`src/rtl/msrv32_trap_ctrl.sv`:
```
// ---------------------------------------------------------------------------
// msrv32_trap_ctrl
// Machine-mode trap and interrupt controller. Detects synchronous exceptions,
// enabled pending interrupts and MRET while OPERATING, then sequences trap
// entry (TRAP_TAKEN) or trap return (TRAP_RETURN) for exactly one cycle each.
//
// Build option: define MSRV32_MISALIGNED_TRAP_EN to let the misaligned
// instruction/load/store flags raise exceptions (causes 0/4/6). Without it
// those flags are ignored and misaligned_exception_out stays 0.
//
// Ports:
//   clk_in, rst_in                 clock, asynchronous active-high reset
//   opcode_6_to_2_in, funct3_in,
//   funct7_in, rs1/rs2/rd_addr_in  instruction fields for ECALL/EBREAK/MRET
//   illegal_instr_in               decoder illegal-instruction flag
//   misaligned_*_in                address-misaligned flags
//   mie/meie/mtie/msie/meip/mtip/msip_in  CSR enable/pending bits
//   i_or_e_out                     1 = interrupt, 0 = exception (registered)
//   set_cause_out, cause_out       mcause write strobe and code (registered)
//   set_epc_out                    capture PC into mepc
//   instret_inc_out                retire current instruction
//   mie_clear_out, mie_set_out     clear/set mstatus.MIE
//   misaligned_exception_out       registered trap was misaligned
//   pc_src_out                     00 boot, 01 mepc, 10 trap vector, 11 next
//   flush_out                      kill the instruction in the pipeline
// ---------------------------------------------------------------------------
module msrv32_trap_ctrl (
   input  logic       clk_in,
   input  logic       rst_in,
   input  logic [4:0] opcode_6_to_2_in,
   input  logic [2:0] funct3_in,
   input  logic [6:0] funct7_in,
   input  logic [4:0] rs1_addr_in,
   input  logic [4:0] rs2_addr_in,
   input  logic [4:0] rd_addr_in,
   input  logic       illegal_instr_in,
   input  logic       misaligned_instr_in,
   input  logic       misaligned_load_in,
   input  logic       misaligned_store_in,
   input  logic       mie_in,
   input  logic       meie_in,
   input  logic       mtie_in,
   input  logic       msie_in,
   input  logic       meip_in,
   input  logic       mtip_in,
   input  logic       msip_in,
   output logic       i_or_e_out,
   output logic       set_cause_out,
   output logic [3:0] cause_out,
   output logic       set_epc_out,
   output logic       instret_inc_out,
   output logic       mie_clear_out,
   output logic       mie_set_out,
   output logic       misaligned_exception_out,
   output logic [1:0] pc_src_out,
   output logic       flush_out
);

   typedef enum logic [1:0] {
      RESET       = 2'b00,
      OPERATING   = 2'b01,
      TRAP_TAKEN  = 2'b10,
      TRAP_RETURN = 2'b11
   } state_t;

   state_t     state, next_state;

   logic       is_system, is_ecall, is_ebreak, is_mret;
   logic       mis_instr, mis_load, mis_store;
   logic       exc, irq, trap;
   logic       exc_mis;
   logic [3:0] exc_cause, irq_cause;

`ifdef MSRV32_MISALIGNED_TRAP_EN
   assign mis_instr = misaligned_instr_in;
   assign mis_load  = misaligned_load_in;
   assign mis_store = misaligned_store_in;
`else
   logic unused_misaligned;
   assign unused_misaligned = &{misaligned_instr_in, misaligned_load_in, misaligned_store_in};
   assign mis_instr = 1'b0;
   assign mis_load  = 1'b0;
   assign mis_store = 1'b0;
`endif

   assign is_system = (opcode_6_to_2_in == 5'b11100) && (funct3_in == 3'b000)
                   && (rs1_addr_in == 5'd0) && (rd_addr_in == 5'd0);
   assign is_ecall  = is_system && (rs2_addr_in == 5'b00000) && (funct7_in == 7'b0000000);
   assign is_ebreak = is_system && (rs2_addr_in == 5'b00001) && (funct7_in == 7'b0000000);
   assign is_mret   = is_system && (rs2_addr_in == 5'b00010) && (funct7_in == 7'b0011000);

   // Exception priority chain, highest first.
   always_comb begin
      exc       = 1'b1;
      exc_mis   = 1'b0;
      exc_cause = 4'd0;
      if (illegal_instr_in) begin
         exc_cause = 4'd2;
      end else if (mis_instr) begin
         exc_cause = 4'd0;
         exc_mis   = 1'b1;
      end else if (is_ecall) begin
         exc_cause = 4'd11;
      end else if (is_ebreak) begin
         exc_cause = 4'd3;
      end else if (mis_load) begin
         exc_cause = 4'd4;
         exc_mis   = 1'b1;
      end else if (mis_store) begin
         exc_cause = 4'd6;
         exc_mis   = 1'b1;
      end else begin
         exc = 1'b0;
      end
   end

   // Interrupt priority MEI > MSI > MTI, gated by the global enable.
   always_comb begin
      irq       = 1'b0;
      irq_cause = 4'd0;
      if (mie_in) begin
         if (meie_in && meip_in) begin
            irq       = 1'b1;
            irq_cause = 4'd11;
         end else if (msie_in && msip_in) begin
            irq       = 1'b1;
            irq_cause = 4'd3;
         end else if (mtie_in && mtip_in) begin
            irq       = 1'b1;
            irq_cause = 4'd7;
         end
      end
   end

   assign trap = exc | irq;

   always_ff @(posedge clk_in or posedge rst_in) begin
      if (rst_in) begin
         state <= RESET;
      end else begin
         state <= next_state;
      end
   end

   // Trap descriptor is latched on the detection edge and held until the next trap.
   always_ff @(posedge clk_in or posedge rst_in) begin
      if (rst_in) begin
         cause_out                <= 4'd0;
         i_or_e_out               <= 1'b0;
         misaligned_exception_out <= 1'b0;
      end else if (state == OPERATING && trap) begin
         cause_out                <= exc ? exc_cause : irq_cause;
         i_or_e_out               <= ~exc;
         misaligned_exception_out <= exc & exc_mis;
      end
   end

   always_comb begin
      next_state      = state;
      pc_src_out      = 2'b11;
      flush_out       = 1'b0;
      set_cause_out   = 1'b0;
      set_epc_out     = 1'b0;
      instret_inc_out = 1'b0;
      mie_clear_out   = 1'b0;
      mie_set_out     = 1'b0;
      case (state)
         RESET: begin
            next_state = OPERATING;
            pc_src_out = 2'b00;
            flush_out  = 1'b1;
         end
         OPERATING: begin
            // An interrupt alongside MRET takes the trap; MRET is not executed.
            if (trap) begin
               next_state = TRAP_TAKEN;
               flush_out  = 1'b1;
            end else if (is_mret) begin
               next_state = TRAP_RETURN;
               flush_out  = 1'b1;
            end else begin
               instret_inc_out = 1'b1;
            end
         end
         TRAP_TAKEN: begin
            next_state    = OPERATING;
            set_cause_out = 1'b1;
            set_epc_out   = 1'b1;
            mie_clear_out = 1'b1;
            pc_src_out    = 2'b10;
            flush_out     = 1'b1;
         end
         TRAP_RETURN: begin
            next_state  = OPERATING;
            mie_set_out = 1'b1;
            pc_src_out  = 2'b01;
            flush_out   = 1'b1;
         end
         default: begin
            next_state = RESET;
         end
      endcase
   end

endmodule

```
`config.mk`:
```
export PLATFORM = sky130hd
export DESIGN_NAME = msrv32_trap_ctrl
export DESIGN_NICKNAME = d
export VERILOG_FILES = /design/src/rtl/msrv32_trap_ctrl.sv
export SDC_FILE = /design/constraint.sdc
export NUM_CORES = 1
export LEC_CHECK = 0
export ABC_AREA = 0
export ABC_CLOCK_PERIOD_IN_PS = 2800
export CAP_MARGIN = 20
export CORE_MARGIN = 10
export CORE_UTILIZATION = 35
export CTS_BUF_LIST = sky130_fd_sc_hd__clkbuf_2
export DETAILED_ROUTE_END_ITERATION = 7
export DONT_BUFFER_PORTS = 1
export PLACE_DENSITY_LB_ADDON = 0.08
export SETUP_SLACK_MARGIN = 0.4
export SYNTH_ARGS = -nofsm -noshare
export SYNTH_HDL_FRONTEND = slang
export SYNTH_SLANG_ARGS = --single-unit
```
`constraint.sdc`:
```
create_clock -name clk_in -period 2.8 [get_ports clk_in]
set_input_delay 0.56 -clock clk_in [delete_from_list [all_inputs] [get_ports clk_in]]
set_output_delay 0.56 -clock clk_in [all_outputs]
set_load 0.05 [all_outputs]
```
==> results of run 1 <==
==> critical path, stage by stage <==
cell and delay [ns]:
or4_4 0.52, a2111o_1 0.35, nand3_2 0.12, clkinvlp_4 0.25
==> synth_stat cells <==
cell type  n  area (um^2)
inv_1      8         30.0
dfrtp_1    7          175
ha_1       4         50.1
buf_4      3         22.5
nor4_1     3         18.8
a2111o_1   2         22.5
nand4_1    2         12.5
nor2_1     2         7.51
o21a_1     2         15.0
o21ai_0    2         10.0
a21o_1     1         7.51
a21oi_1    1         5.00
a22o_1     1         8.76
a22oi_1    1         7.51
a2bb2oi_1  1         8.76
a31oi_1    1         6.26
and2_0     1         6.26
clkbuf_1   1         3.75
conb_1     1         3.75
mux2_4     1         15.0
mux2i_1    1         10.0
nand2_1    1         3.75
nand2b_1   1         6.26
nand3_1    1         5.00
nand3_2    1         10.0
nand4b_1   1         8.76
nor2_2     1         6.26
nor2b_1    1         6.26
nor4_2     1         12.5
nor4b_2    1         15.0
nor4bb_1   1         10.0
o21ai_1    1         5.00
o22ai_1    1         6.26
or2_2      1         6.26
or3_1      1         6.26
or4_4      1         11.3
==> sequential cells by signal, summed over array words and instances (netlist names) <==
name / count
i_or_e_out: 1
state: 2
cause_out: 4
==> repair_timing <==
action                     in CTS  in global routing
setup buffers                   1                  2
gates resized for setup         1                  4
pin swaps                       2                  2
setup endpoints to repair       1                  1
==> power by group through the flow <==
stage                     Combinational, W  Sequential [W]  Clock [W]
after floorplan                   0.000381        0.000251          0
after global placement            0.000404        0.000262          0
after detailed placement          0.000404        0.000263          0
after CTS                         0.000413        0.000261  0.0000777
after global routing              0.000452        0.000266  0.0000853
final                             0.000413        0.000258  0.0000765
==> routing by layer <==
metal | part of all wire [%] | GRT usage, % | up-vias
li1 | - | - | 225
met1 | 31 | 8.22 | 216
met2 | 49 | 15.1 | 32
met3 | 20 | 5.51 | 2
met4 | 0.30 | 2.88 | 0
met5 | 0 | 0 | -
==> final timing paths <==
check	startpoint	to	slack [ns]	cells after the start
setup / recovery	rd_addr_in[4]	instret_inc_out	0.43	4
hold / removal	rst_in	i_or_e_out	0.13	1
setup reg to reg	state[1]	state[1]	1.06	6
hold reg to reg	state[1]	state[1]	0.58	1
max in group asynchronous	rst_in	state[1]	2.45	1
min in group clk_in	illegal_instr_in	cause_out[3]	0.42	1
==> layout make-up <==
class / instances / area [um^2]
clock buffers: 4 / 20.0
fillers: 154 / 881
inverters: 8 / 33.8
multi-input cells: 42 / 364
flip-flops and latches: 7 / 175
well taps: 16 / 20.0
repair buffers: 4 / 30.0
==> kinds of logic after synthesis <==
family,Yosys count
AOI/OAI and AO/OA,14
adders and majority gates,4
and+or+nand+nor,21
buffers and inverters,12
DFF,7
muxes,2
other,1
==> per-stage QoR <==
step	setup WS (ns)	std cells	instance area, um^2	hold slack, ns
3_5_place_dp	0.364	74	572	0.394
2_1_floorplan	0.414	61	571	0.363
5_1_grt	0.385	81	643	0.133
3_3_place_gp	0.370	74	572	0.396
6_report	0.435	81	643	0.132
4_1_cts	0.373	79	603	0.140
==> flow_summary.json, run 1 <==
{
  "grt_setup_unrepaired": "true",
  "synthMuxAreaShare_pct": 4.42,
  "area_growth_pct": 13.7,
  "insertion_delay_ns": 0.23,
  "power.total_w": 0.000747,
  "synth_compound_area_share_pct": 18.1,
  "cts_sinks": 7,
  "grt_pass1_wl_um": 2510,
  "synth-xor-area-share_pct": 0,
  "yosysWarnings": 0,
  "hp-class": "input port to asynchronous set/reset pin",
  "drc": 0,
  "die-area_um2": 3620,
  "worstMarginPinSlew_ns": 0.599,
  "clk_path_buf_depth": 2,
  "clock_skew_ns": 0.00777,
  "switchingPower_w": 0.000462,
  "arrival_ns": 1.81,
  "synth_cells": 61,
  "synth_fa_ha_area_share_pct": 8.85,
  "grt_usage_pct": 8.75,
  "min_period_over_period_pct": 84.5,
  "power_switching_share_pct": 61.8,
  "dr_total_vias": 475,
  "num_rows": 14,
  "wl_um": 1660,
  "grt_start_max_net_pins": 12,
  "io_buffer_count": 0,
  "slew_viol_final": 0,
  "netlist_area_um2": 566,
  "cp-end-kind": "output pin",
  "start_util_pct": 37.1,
  "cts-root-buf": "clkbuf_2",
  "ioPinCount": 57,
  "tritoncts": "built",
  "maxCapViolCount": 0,
  "max_freq_ghz": 0.423,
  "detail_route.wl_per_cell_um": 20.5,
  "grt_pass1_vias": 573,
  "final_nets": 113,
  "worst-path-max-fanout": 2,
  "yosys.area_share.simple_pct": 27.0,
  "critical_path_class": "input port to output pin",
  "irDropWorstVdd_uv": 703,
  "grt-ovfl-total": 0,
  "place.gp.congestion": 0.727,
  "fp.dieH_um": 60.2,
  "hold_viol": 0,
  "period_needed_ns": 2.37,
  "startpoint_type": "input port",
  "setup_viol": 0,
  "post-route-util_pct": 42.2,
  "yosysSeqAreaShare_pct": 31.0,
  "synthDistinctLibCells": 36,
  "htree_levels": 1,
  "dr.pass1.iters": 5,
  "num_antenna_cells": 0,
  "postRouteAntennaNets": 0,
  "grt_antenna_before_repair": 0,
  "relSlewSlack_pct": 59.7,
  "timing.setup.tns_ns": 0,
  "synth_top_family_by_area": "simple AND/OR/NAND/NOR gates",
  "syn_avg_cell_area_um2": 9.27,
  "numCtsBuffers": 3,
  "fp.coreArea_um2": 1520,
  "drive_above_1_share_pct": 32.3,
  "syn_nets": 108,
  "seqPwrFrac_pct": 34.5,
  "combPwrFrac_pct": 55.2,
  "p_leak_nw": 0.256,
  "status": "complete, no violations",
  "synth_seq_cells": 7,
  "hold_buffers": 0,
  "power.share.clock_pct": 10.2,
  "drt_iter0_drc": 12,
  "crit_required_ns": 2.24,
  "final_cell_mix": "inv_1, dfrtp_1",
  "dieWidth_um": 60.2,
  "viasPerCell": 5.86,
  "pwr_density_cell_nw_per_um2": 1160,
  "cts.clk_slew.worst_paths_ns": 0.08,
  "p_int_w": 0.000285,
  "dpl.hpwl_um": 1390
}
Note: power is estimated with default switching activity, not from simulation.
==> run 2: changes to the inputs <==
ABC_CLOCK_PERIOD_IN_PS = 2000   (was 2800)
clock period = 2 ns   (was 2.8 ns; I/O delays follow)
==> flow_summary.json, run 2 (same netlist as run 1, synthesis figures left out) <==
{
  "status": "complete, but fails checks",
  "violations": "negative setup slack",
  "p_leak_nw": 0.304,
  "max_freq_ghz": 0.494,
  "reg_top3": "cause_out: 4 flops, state: 2 flops, i_or_e_out: 1 flops",
  "reg2reg_slack_ns": 0.50,
  "arrival_ns": 1.62,
  "maxCapViolCount": 0,
  "fp.coreArea_um2": 1520,
  "whs_ns": 0.275,
  "clk_path_buf_depth": 2,
  "wl_um": 1660,
  "place.gp.congestion": 0.728,
  "placed_cell_area_um2": 647,
  "viasPerCell": 5.61,
  "tritoncts": "built",
  "die-area_um2": 3620,
  "worst-path-max-fanout": 2,
  "clock_skew_ns": 0.00321,
  "endpoint": "instret_inc_out",
  "cp-end-kind": "output pin",
  "crit_chain": "or4_4 > a2111o_1 > nand3_2 > clkinvlp_4",
  "critical_path_class": "input port to output pin",
  "start_util_pct": 37.1,
  "slew_viol_final": 0,
  "grt-ovfl-total": 0,
  "postRouteAntennaNets": 0,
  "cts-root-buf": "clkbuf_2",
  "setup_ws_ns": -0.0249,
  "relSlewSlack_pct": 66.5,
  "postLayoutCellArea_um2": 788,
  "io_buffer_count": 0,
  "grt_setup_unrepaired": "true",
  "num_rows": 14,
  "hp-class": "input port to flop",
  "crit_slowest_cell": "or4_4",
  "grt_pass1_vias": 560,
  "final_cell_mix": "buf_4, dfrtp_1, inv_1, clkbuf_2, ha_4",
  "largest-register": "cause_out",
  "grt_antenna_before_repair": 0,
  "pwr_density_cell_nw_per_um2": 1640,
  "grt_usage_pct": 8.21,
  "dr_total_vias": 499,
  "cts.clk_slew.worst_paths_ns": 0.08,
  "dieWidth_um": 60.2,
  "drive_above_1_share_pct": 47.9,
  "drc": 0,
  "cp_slowest_stage_delay_ns": 0.52,
  "dr.pass1.iters": 2,
  "timing.setup.tns_ns": -0.0249,
  "dpl.hpwl_um": 1370,
  "grt_pass1_wl_um": 2350,
  "critPathLaunch": "rd_addr_in[0]",
  "grt_start_max_net_pins": 11,
  "rr_worst_depth": 6,
  "final_common_cell": "buf_4",
  "irDropWorstVdd_uv": 1250,
  "area_growth_pct": 39.4,
  "crit_required_ns": 1.60,
  "ioPinCount": 57,
  "final_nets": 121,
  "rr_endpoint": "cause_out[2]",
  "largest_reg_flops": 4,
  "period_needed_ns": 2.02,
  "detail_route.wl_per_cell_um": 18.6,
  "drt_iter0_drc": 10,
  "worstMarginPinSlew_ns": 0.502,
  "cts_sinks": 7,
  "num_antenna_cells": 0,
  "hold_viol": 0,
  "numCtsBuffers": 3,
  "fp.dieH_um": 60.2,
  "htree_levels": 1,
  "min_period_over_period_pct": 101,
  "r2r_start": "state[1]",
  "startpoint_type": "input port",
  "setup_viol": 1,
  "insertion_delay_ns": 0.23
}
[run 2: cell count changes in the layout (fill, tap and decap cells not counted), sizes merged]
cell         before  now
buf               4   11
clkinvlp          1    2
dlygate4sd3       0    1
inv               7    6
[run 2: timing repair]
action | 4_1_cts | 5_1_grt
hold buffers | 1 | 0
setup buffers | 1 | 3
endpoints found under the setup margin | 5 | 7
endpoints found under the hold margin | 7 | 0
pin swaps | 6 | 3
gates resized for setup | 14 | 3
[run 2: worst min-delay path by stage]
stage	startpoint	endpoint	slack [ns]	cells past startpoint
floorplan	rst_in	cause_out[0]	0.20	1
global placement	rst_in	i_or_e_out	0.24	1
detailed placement	rst_in	cause_out[1]	0.23	1
CTS	illegal_instr_in	cause_out[3]	0.24	1
global route	illegal_instr_in	cause_out[3]	0.26	1
finish	illegal_instr_in	cause_out[0]	0.28	1
[run 2: metal layers]
layer	up-vias	routed length (um)	GRT usage, %
met5	-	0	0
met4	0	9	4.81
met3	2	300	4.24
met2	29	783	13.1
met1	226	563	8.37
li1	242	-	-
[run 2: area by class of cell]
class	count	area, um^2
Inverter	8	37.5
Clock buffer	4	20.0
Fill cell	159	736
Tap cell	16	20.0
Sequential cell	7	178
Timing Repair Buffer	12	121
Multi-Input combinational cell	42	412
[run 2: worst max-delay path: cells and delay by family]
family                 cells  cell delay [ns]
AND/OR/NAND/NOR            2             0.63
AO/OA/AOI/OAI              1             0.35
buffers and inverters      1             0.25
[run 2: per-stage QoR]
step | util (%) | total power (W) | setup WS, ns | cells
5_1_grt | 51.7 | 0.00136 | -0.0646 | 89
4_1_cts | 49.2 | 0.00122 | -0.0316 | 86
3_5_place_dp | 42.4 | 0.00101 | -0.0747 | 80
3_3_place_gp | 42.4 | 0.00101 | -0.0638 | 80
6_report | 51.7 | 0.00129 | -0.0249 | 89
2_1_floorplan | - | 0.000895 | -0.0655 | 61
[run 2: power breakdown]
part / leakage, nW / switching, W / internal [W]
logic: 0.206 / 0.000472 / 0.000327
clock network: 0.0166 / 0.0000522 / 0.0000532
registers: 0.0810 / 0.000189 / 0.000196
